--- src/rtl/return_coin_controller_pkg.sv ---
`default_nettype none
// ============================================================================
// return_coin_controller_pkg : shared sizes and state encodings for the
//                              change-return controller.
// Revision 1.0
// ============================================================================
package return_coin_controller_pkg;

  localparam int c_NUM_COINS  = 3;
  localparam int c_NUM_ITEMS  = 4;
  localparam int c_TOTAL_BITS = 31;
  localparam int c_WAIT_TIME  = 100;

  typedef enum logic [0:0] {
    kStateWait   = 1'b0,
    kStateReturn = 1'b1
  } rcc_state_e;

endpackage : return_coin_controller_pkg
`default_nettype wire

--- src/rtl/return_coin_controller_if.sv ---
`default_nettype none
// ============================================================================
// return_coin_controller_if : bundle between the next-total calculator side
//                             (master) and the return controller (slave).
// Revision 1.0
// ============================================================================
interface return_coin_controller_if #(
  parameter int kNumCoins  = return_coin_controller_pkg::c_NUM_COINS,
  parameter int kNumItems  = return_coin_controller_pkg::c_NUM_ITEMS,
  parameter int kTotalBits = return_coin_controller_pkg::c_TOTAL_BITS
);

  logic [kNumCoins-1:0]       i_input_coin;
  logic [kNumItems-1:0]       i_output_item;
  logic                       i_trigger_return;
  logic [kNumCoins-1:0][31:0] coin_value;
  logic [kTotalBits-1:0]      current_total;
  logic [31:0]                wait_time;
  logic [kNumCoins-1:0]       o_return_coin;

  modport master (
    output i_input_coin, i_output_item, i_trigger_return, coin_value, current_total,
    input  wait_time, o_return_coin
  );

  modport slave (
    input  i_input_coin, i_output_item, i_trigger_return, coin_value, current_total,
    output wait_time, o_return_coin
  );

endinterface : return_coin_controller_if
`default_nettype wire

--- src/rtl/return_coin_controller_greedy_coin_select.sv ---
`default_nettype none
// ============================================================================
// greedy_coin_select : one-hot of the largest denomination not exceeding the
//                      balance; zero when even the smallest one is too big.
// Revision 1.0
// ============================================================================
module greedy_coin_select #(
  parameter int kNumCoins  = 3,
  parameter int kTotalBits = 31
) (
  input  wire logic [kNumCoins-1:0][31:0] i_coin_value,
  input  wire logic [kTotalBits-1:0]      i_total,
  output logic      [kNumCoins-1:0]       o_select
);

  logic [31:0] w_total;

  assign w_total = 32'(i_total);

  // Ascending scan: the last qualifying index overrides earlier ones.
  always_comb begin
    o_select = '0;
    for (int i = 0; i < kNumCoins; i++) begin
      if (i_coin_value[i] <= w_total) begin
        o_select    = '0;
        o_select[i] = 1'b1;
      end
    end
  end

endmodule : greedy_coin_select
`default_nettype wire

--- src/rtl/return_coin_controller.sv ---
`default_nettype none
// ============================================================================
// return_coin_controller : purchase-window timer; on timeout or request it
//                          pays the balance back one coin per cycle.
// Revision 1.0
// ============================================================================
module return_coin_controller
  import return_coin_controller_pkg::*;
#(
  parameter int kNumCoins  = c_NUM_COINS,
  parameter int kNumItems  = c_NUM_ITEMS,
  parameter int kTotalBits = c_TOTAL_BITS,
  parameter int kWaitTime  = c_WAIT_TIME
) (
  input wire logic                clk,
  input wire logic                reset_n,
  return_coin_controller_if.slave bus
);

  rcc_state_e           r_state;
  logic [31:0]          r_wc;
  logic [kNumCoins-1:0] w_select;
  logic [31:0]          w_total_ext;
  logic                 w_activity;

  assign w_total_ext = 32'(bus.current_total);
  assign w_activity  = (|bus.i_input_coin) | (|bus.i_output_item);

  greedy_coin_select #(
    .kNumCoins  (kNumCoins),
    .kTotalBits (kTotalBits)
  ) u_greedy (
    .i_coin_value (bus.coin_value),
    .i_total      (bus.current_total),
    .o_select     (w_select)
  );

  // Returning nothing (counter at 0) tells upstream to drop coins and items.
  always_ff @(posedge clk or negedge reset_n) begin
    if (!reset_n) begin
      r_state <= kStateWait;
      r_wc    <= 32'(kWaitTime);
    end else if (r_state == kStateWait) begin
      if (bus.i_trigger_return) begin
        r_state <= kStateReturn;
        r_wc    <= 32'd0;
      end else if (w_activity) begin
        r_wc    <= 32'(kWaitTime);
      end else if (r_wc == 32'd1) begin
        r_state <= kStateReturn;
        r_wc    <= 32'd0;
      end else begin
        r_wc    <= r_wc - 32'd1;
      end
    end else begin
      if (w_total_ext < bus.coin_value[0]) begin
        r_state <= kStateWait;
        r_wc    <= 32'(kWaitTime);
      end
    end
  end

  // Gated by state so an asynchronous reset silences the dispenser at once.
  assign bus.o_return_coin = (r_state == kStateReturn) ? w_select : '0;
  assign bus.wait_time     = r_wc;

endmodule : return_coin_controller
`default_nettype wire
--- src/flat_wrapper.sv ---
// flat-port wrapper written by rule: the top's interface ports become plain ports
module return_coin_controller_flat import return_coin_controller_pkg::*;
#(
  parameter int kNumCoins  = c_NUM_COINS,
  parameter int kNumItems  = c_NUM_ITEMS,
  parameter int kTotalBits = c_TOTAL_BITS,
  parameter int kWaitTime  = c_WAIT_TIME
)
  (clk, reset_n, bus_i_input_coin, bus_i_output_item, bus_i_trigger_return, bus_coin_value, bus_current_total, bus_wait_time, bus_o_return_coin);
  return_coin_controller_if #(.kNumCoins(kNumCoins), .kNumItems(kNumItems), .kTotalBits(kTotalBits)) bus_i ();
  input wire logic clk;
  input wire logic reset_n;
  input wire logic [$bits(bus_i.i_input_coin)-1:0] bus_i_input_coin;
  input wire logic [$bits(bus_i.i_output_item)-1:0] bus_i_output_item;
  input wire logic [$bits(bus_i.i_trigger_return)-1:0] bus_i_trigger_return;
  input wire logic [$bits(bus_i.coin_value)-1:0] bus_coin_value;
  input wire logic [$bits(bus_i.current_total)-1:0] bus_current_total;
  output wire logic [$bits(bus_i.wait_time)-1:0] bus_wait_time;
  output wire logic [$bits(bus_i.o_return_coin)-1:0] bus_o_return_coin;
  assign bus_i.i_input_coin = bus_i_input_coin;
  assign bus_i.i_output_item = bus_i_output_item;
  assign bus_i.i_trigger_return = bus_i_trigger_return;
  assign bus_i.coin_value = bus_coin_value;
  assign bus_i.current_total = bus_current_total;
  assign bus_wait_time = bus_i.wait_time;
  assign bus_o_return_coin = bus_i.o_return_coin;
  return_coin_controller #(.kNumCoins(kNumCoins), .kNumItems(kNumItems), .kTotalBits(kTotalBits), .kWaitTime(kWaitTime)) u_core (.clk(clk), .reset_n(reset_n), .bus(bus_i));
endmodule
--- config.mk ---
export PLATFORM = sky130hd
export DESIGN_NAME = return_coin_controller_flat
export DESIGN_NICKNAME = d
export VERILOG_FILES = /design/src/rtl/return_coin_controller_pkg.sv /design/src/rtl/return_coin_controller_if.sv /design/src/rtl/return_coin_controller_greedy_coin_select.sv /design/src/rtl/return_coin_controller.sv /design/src/flat_wrapper.sv
export SDC_FILE = /design/constraint.sdc
export NUM_CORES = 1
export LEC_CHECK = 0
export CORE_MARGIN = 8
export CORE_UTILIZATION = 41
export CTS_BUF_LIST = sky130_fd_sc_hd__clkbuf_8
export DETAILED_ROUTE_END_ITERATION = 8
export PLACE_DENSITY_LB_ADDON = 0.3
export SLEW_MARGIN = 15
export SYNTH_ARGS = -nofsm -noshare
export SYNTH_HDL_FRONTEND = slang
export SYNTH_SLANG_ARGS = --single-unit
--- constraint.sdc ---
create_clock -name clk -period 2.8 [get_ports clk]
set_input_delay 0.42 -clock clk [delete_from_list [all_inputs] [get_ports clk]]
set_output_delay 0.42 -clock clk [all_outputs]
set_load 0.01 [all_outputs]
# ---- Word-level counts from Yosys, hierarchy flattened
# Index checks and enable logic that the tools add are counted.
dict set report totals {
  reg_bits 33
  inputBits 137
  output_inout_bits 35
  word_cells 26
}
dict set report classes {
  addsub 1
  n_lt_le_gt_ge 4
  eq_ne 2
  muxes 14
  n_bitwise 1
  reduce_logical 2
}
# cell n
set ops {}
lappend ops {{32-bit two-way mux} 5}
lappend ops {{32-bit by 31-bit <= comparator with 1-bit output} 3}
lappend ops {{32-bit by 1-bit equality test with 1-bit output, second input constant} 1}
lappend ops {{31-bit by 32-bit < comparator with 1-bit output} 1}
lappend ops {{32-bit by 1-bit subtractor with 32-bit output, second input constant} 1}
lappend ops {{3-bit two-way mux} 3}
lappend ops {{1-bit two-way mux} 6}
lappend ops {{4-bit OR reduction} 1}
lappend ops {{3-bit OR reduction} 1}
lappend ops {{2-bit inequality test, second input constant} 1}
lappend ops {{1-bit bitwise OR} 1}

# ---- Longest topological paths before layout
dict set report logic_depth {
  depth_word 5
  ltp_mapped 9
  mapped_depth_nobuf 8
}

# ---- Hierarchy
# A second synthesis with hierarchy kept.
dict set report hier_totals {
  cells_unflattened 592
  area_unflattened_um2 4921.0
}
# mod n_inst cells_per_inst area_each_um2
set by_module_without_submodules {}
lappend by_module_without_submodules {return_coin_controller 1 316 2735.1}
lappend by_module_without_submodules {greedy_coin_select 1 276 2185.8}

# ---- Least setup slack after synthesis
# OpenSTA, ideal clock, no wires.
dict set report synth_timing {
  path_kind {input port to output port}
  start {input bus_current_total[14]}
  end {output bus_o_return_coin[0]}
  arrival_time_ps 2591
  required_ps 2380
  setup_slack_ps -211
  stages 9
  cell_sequence {inv_1 ha_1 a21oi_1 nand2_1 a221o_1 o311ai_0 clkbuf_1 nand3_1 nor3_1}
}
dict set report synth_via {
  elab_chain_len 5
  elab_cells_between_ends 7
  cone_classes {order compare: 3; mux: 4}
}
# element line
set synth_rtl {}
lappend synth_rtl {{start: declaration} flat_wrapper.sv:17} ;# input wire logic [$bits(bus_i.current_total)-1:0] bus_current_total;
lappend synth_rtl {{32-bit by 31-bit <= comparator with 1-bit output} return_coin_controller_greedy_coin_select.sv:24} ;# if (i_coin_value[i] <= w_total) begin
lappend synth_rtl {{1-bit two-way mux} return_coin_controller_greedy_coin_select.sv:24}
lappend synth_rtl {{3-bit two-way mux} return_coin_controller_greedy_coin_select.sv:24}
lappend synth_rtl {{3-bit two-way mux (*)} return_coin_controller_greedy_coin_select.sv:24}
lappend synth_rtl {{3-bit two-way mux (*)} return_coin_controller.sv:64} ;# assign bus.o_return_coin = (r_state == kStateReturn) ? w_select : '0;
lappend synth_rtl {{end: declaration} flat_wrapper.sv:19} ;# output wire logic [$bits(bus_i.o_return_coin)-1:0] bus_o_return_coin;
# Every way passes the cells marked *; elsewhere a longest branch is shown, timed or not.

# ---- Worst setup path in the final report
dict set report layout_timing {
  start {input bus_coin_value[56]}
  end {output bus_o_return_coin[0]}
}
dict set report layout_via {
  elab_chain_len 4
}
# element line
set layout_rtl {}
lappend layout_rtl {{start: declaration} flat_wrapper.sv:16} ;# input wire logic [$bits(bus_i.coin_value)-1:0] bus_coin_value;
lappend layout_rtl {{32-bit by 31-bit <= comparator with 1-bit output} return_coin_controller_greedy_coin_select.sv:24}
lappend layout_rtl {{3-bit two-way mux (2 in series)} return_coin_controller_greedy_coin_select.sv:24}
lappend layout_rtl {{3-bit two-way mux} return_coin_controller.sv:64}
# No other way between the ends.

==> flow_summary.html <==
<table>
<tr><th>Metric</th><th>Value</th></tr>
<tr><th colspan="2">Status</th></tr>
<tr><td>Result of the run</td><td>complete, but fails checks</td></tr>
<tr><td>Violated checks</td><td>setup timing</td></tr>
<tr><th colspan="2">Power and ir drop</th></tr>
<tr><td>Leakage component of the power</td><td>3.519 nW</td></tr>
<tr><td>Cell Int Power</td><td>1.189 mW</td></tr>
<tr><td>Part of the total power dissipated in combinational logic</td><td>0.529</td></tr>
<tr><td>Relative contribution of the clock network to total power</td><td>0.198</td></tr>
<tr><td>Total power divided by cell area</td><td>227.9 mW/mm2</td></tr>
<tr><td>NetSw</td><td>643.7 uW</td></tr>
<tr><td>Post-route total power</td><td>1.833 mW</td></tr>
<tr><td>Switching share of power</td><td>0.3512</td></tr>
<tr><td>Max IR drop VDD</td><td>~0.00018 V</td></tr>
<tr><td>Sequential share of power</td><td>0.273</td></tr>
<tr><th colspan="2">STA</th></tr>
<tr><td>Shortest clock period the worst path allows after layout</td><td>2.984 ns</td></tr>
<tr><td>Worst slew pin tran</td><td>0.5183 ns</td></tr>
<tr><td>Final number of max-transition violations</td><td>0</td></tr>
<tr><td>Final hold violations</td><td>0</td></tr>
<tr><td>Setup TNS after final layout</td><td>-0.3507 ns</td></tr>
<tr><td>Setup Viol. Count Final</td><td>3</td></tr>
<tr><td>Highest clock rate</td><td>approximately 340 MHz</td></tr>
<tr><td>Setup ws final</td><td>-0.1844 ns</td></tr>
<tr><td>Worst Clk Skew</td><td>0.005351 ns</td></tr>
<tr><td>Hold_ws</td><td>0.5473 ns</td></tr>
<tr><td>Setup repair after global routing missed its margin</td><td>true</td></tr>
<tr><td>Max transition margin</td><td>0.6532</td></tr>
<tr><td>Share of the clock period used by the worst path after layout</td><td>1.066</td></tr>
<tr><th colspan="2">Routing</th></tr>
<tr><td>Post-route DRC violation count</td><td>0</td></tr>
<tr><td>Avg WL per Cell</td><td>between 20 and 25 um</td></tr>
<tr><td>Avg Vias per Cell</td><td>around 5.9</td></tr>
<tr><td>Total wirelength of the detailed-routed design</td><td>19.78 mm</td></tr>
<tr><td>Router iterations before antenna repair</td><td>4</td></tr>
<tr><td>Total number of vias</td><td>about 5600</td></tr>
<tr><td>Final ANT Viol Nets</td><td>0</td></tr>
<tr><td>Number of violations reported at the end of detailed-routing iteration 0</td><td>376</td></tr>
<tr><th colspan="2">Worst setup path</th></tr>
<tr><td>Beginning of the critical path</td><td>bus_coin_value[56]</td></tr>
<tr><td>Crit. End Element</td><td>output pin</td></tr>
<tr><td>Maximum net fanout on the critical path</td><td>2</td></tr>
<tr><td>Critical Path RT</td><td>2.38 ns</td></tr>
<tr><td>Startpoint Class</td><td>input pin</td></tr>
<tr><td>RR Startpoint</td><td>u_core.bus.wait_time[11]$_DFFE_PN0P_</td></tr>
<tr><td>Data arrival time of the critical path</td><td>between 2 and 3 ns</td></tr>
<tr><td>Worst Setup Path Type</td><td>in2out</td></tr>
<tr><th colspan="2">Final layout</th></tr>
<tr><td>Net count reported at finish</td><td>approximately 1000</td></tr>
<tr><td>Area grow syn2layout</td><td>91.42%</td></tr>
<tr><td>Fraction of final layout cells sized beyond drive strength 1</td><td>0.3973</td></tr>
<tr><td>Post-route core utilization</td><td>0.7933</td></tr>
<tr><th colspan="2">Placed design</th></tr>
<tr><td>Port bufs</td><td>171</td></tr>
<tr><td>Setup slack after placement</td><td>-0.9900 ns</td></tr>
<tr><td>Routability-driven placement congestion ratio</td><td>0.9601</td></tr>
<tr><td>HPWL Detailed</td><td>13.73 mm</td></tr>
<tr><th colspan="2">Logic synthesis</th></tr>
<tr><td>Nets in the synthesized netlist</td><td>751</td></tr>
<tr><td>Register bit total from synthesis</td><td>33</td></tr>
<tr><td>Part of the Yosys area used for sequential elements</td><td>0.1974</td></tr>
<tr><td>Fraction of post-synthesis cell area in the top cell type by area</td><td>0.2829</td></tr>
<tr><td>Yosys warning count</td><td>0</td></tr>
<tr><td>Number of flops mapped to enable cells by yosys</td><td>0</td></tr>
<tr><td>Largest area contributor in the netlist</td><td>ha_1</td></tr>
<tr><td>Async S/R FF share, synth</td><td>1.000</td></tr>
<tr><td>Mapped cell area</td><td>0.004202 mm2</td></tr>
<tr><td>Main synth FF type</td><td>dfrtp_1</td></tr>
<tr><td>Syn Area/Cell</td><td>8.095 um2</td></tr>
<tr><td>Synth cell types</td><td>56</td></tr>
<tr><td>Number of cells produced by synthesis</td><td>519</td></tr>
<tr><td>Top post-synthesis cells by area</td><td>ha_1 (28%), dfrtp_1 (18%), a21oi_1 (4.8%), nand4_1 (4.2%), nand2_1 (3.9%)</td></tr>
<tr><th colspan="2">Floorplan</th></tr>
<tr><td>Initial Utilization</td><td>0.4144</td></tr>
<tr><td>DIE WIDTH</td><td>117.2 um</td></tr>
<tr><td>FP Rows</td><td>37</td></tr>
<tr><td>Number of top-level design ports</td><td>approximately 170</td></tr>
<tr><td>Die Area</td><td>~0.014 mm2</td></tr>
<tr><td>Floorplan Core Area</td><td>0.01014 mm2</td></tr>
<tr><td>Die height</td><td>117.2 um</td></tr>
<tr><th colspan="2">CTS</th></tr>
<tr><td>Clk_lat worst skew</td><td>between 0.2 and 0.3 ns</td></tr>
<tr><td>CTS tree</td><td>built</td></tr>
<tr><td>CTS clk-pin slew, worst paths</td><td>0.06 ns</td></tr>
<tr><td>H-tree depth</td><td>2</td></tr>
<tr><td># clock sinks</td><td>33</td></tr>
<tr><td>TritonCTS buffer count</td><td>5</td></tr>
<tr><td>Clock Root Buffer</td><td>clkbuf_8</td></tr>
<tr><td>Number of buffers added to fix hold violations after cts</td><td>0</td></tr>
<tr><td>Maximum number of buffers from clock root to sink</td><td>2</td></tr>
<tr><th colspan="2">Global route</th></tr>
<tr><td>Maximum number of pins on one net before global-route repair</td><td>34</td></tr>
<tr><td>Number of global-route vias before repair</td><td>5917</td></tr>
<tr><td>Total routing resource utilization after global routing</td><td>0.2639</td></tr>
<tr><td>Wire length of the first global-routing pass</td><td>28.77 mm</td></tr>
<tr><td>Antenna violations before repair</td><td>1</td></tr>
<tr><td>Grt total ovfl</td><td>0</td></tr>
<tr><th colspan="2">Hold path</th></tr>
<tr><td>HP Class</td><td>in2async</td></tr>
<tr><th colspan="2">Flow run</th></tr>
<tr><td>Reported max-cap violation count</td><td>0</td></tr>
</table>
-- cell usage in the layout (no fill, tap or decap), types with 5 or more instances in the layout --
cell type,Yosys,layout
o21ai_0,16,13
inv_1,42,13
ha_1,95,29
clkdlybuf4s50_1,0,55
dfrtp_1,30,30
ha_4,0,65
nand4_1,28,28
o21ai_1,9,10
or4_1,10,8
buf_4,1,113
clkbuf_2,0,13
and2_1,5,5
buf_6,0,22
nor4_1,14,10
nand2_1,44,41
clkdlybuf4s15_1,0,18
a21oi_2,0,6
inv_2,0,27
a21o_1,7,7
nand3_1,25,24
dlymetal6s2s_1,0,9
dlygate4sd2_1,0,46
a21oi_1,40,34
or3_1,9,9
nor2_1,21,18
o211ai_1,7,7
nor3_1,19,17
buf_2,3,21
clkbuf_8,0,6
a31oi_1,13,13
-- power by group through the flow --
stage          combinational [mW]  clock (mW)  sequential, mW
2_1_floorplan               0.297           0           0.510
3_3_place_gp                0.693           0           0.509
3_5_place_dp                0.722           0           0.509
4_1_cts                     0.852       0.362           0.501
5_1_grt                      1.04       0.387           0.503
6_report                    0.969       0.363           0.501
-- layout make-up --
class                      instances  area, um2
inverter                          42      167.7
multi-input combinational        430       4209
clock buffer                       6      82.58
clock inverter                     1      3.754
sequential                        33      829.5
fill                             616       2096
timing repair buffer             301       2575
antenna                            2      5.005
tap                              136      170.2
-- per-layer routing --
metal  vias to the layer above  routed length (um)  global-route usage
li1                       2600                   -                   -
met1                      2674                7376              0.2888
met2                       315               10100              0.4836
met3                        58                1597             0.06157
met4                         0                 709             0.09642
met5                         -                   0                   0
-- Yosys cell counts (all sizes together), types with 2 or more instances --
| cell | count |
|---|---|
| a21oi | 40 |
| or3 | 12 |
| xnor2 | 2 |
| nor3 | 19 |
| o31ai | 6 |
| dfstp | 3 |
| nand2 | 44 |
| dfrtp | 30 |
| o211a | 2 |
| o31a | 3 |
| and2 | 5 |
| buf | 4 |
| a21boi | 2 |
| and3 | 2 |
| ha | 95 |
| o311ai | 2 |
| nor4 | 14 |
| o21ai | 25 |
| or4 | 11 |
| inv | 42 |
| o21a | 3 |
| o22ai | 5 |
| nand4 | 28 |
| a32o | 2 |
| a2111oi | 3 |
| nand3 | 25 |
| nor2b | 5 |
| clkbuf | 10 |
| or2 | 3 |
| a221o | 2 |
| a211oi | 3 |
| a31oi | 13 |
| o211ai | 7 |
| a21o | 7 |
| nand4b | 4 |
| nor2 | 21 |
-- kinds of logic (layout without fill, tap and decap cells) --
logic type	count (synthesis)	count (layout)	share of synthesized area
buf+inv	56	350	0.05182
compound gates	133	133	0.2052
mux	1	1	0.002382
simple gates	199	199	0.2561
xor+xnor	2	2	0.004170
flops	33	33	0.1974
other cells	0	2	0
fa+ha+maj	95	95	0.2829
-- worst paths after layout --
check | endpoint | slack, ns | cells past startpoint
worst max-delay path | bus_o_return_coin[0] | -0.18 | 12
worst min-delay path | u_core.bus.wait_time[3]$_DFFE_PN0P_ | 0.55 | 2
worst max register to register | u_core.bus.wait_time[24]$_DFFE_PN0P_ | 0.16 | 7
worst min register to register | u_core.bus.wait_time[2]$_DFFE_PN1P_ | 0.55 | 1
max in group asynchronous | u_core.bus.wait_time[5]$_DFFE_PN1P_ | 1.91 | 2
min in group clk | u_core.bus.wait_time[2]$_DFFE_PN1P_ | 0.55 | 1
-- worst max-delay path, stage by stage --
cell           delay (ns)
dlygate4sd2_1        0.27
ha_4                 0.27
nand4_1              0.16
buf_4                0.19
buf_4                0.13
nor3_1               0.19
a21oi_1              0.13
o22ai_2              0.27
buf_4                0.17
nor2_4               0.04
nor3_2               0.16
buf_2                0.18
-- metrics by stage --
stage | cell area (um2) | cells
floorplan | 4213 | 519
global placement | 6686 | 899
detailed placement | 6686 | 899
CTS | 7756 | 937
global route | 8040 | 950
finish | 8043 | 951
-- registers in the layout (all words and copies together) (netlist names) --
name                  count
u_core.bus.wait_time     32
u_core.r_state            1
-- repair_timing --
action,4_1_cts,5_1_grt
setup buffers,32,13
pin swaps,99,36
gates resized for setup,351,65
endpoints found under the setup margin,17,11
Power figures use the tool's default switching activity.
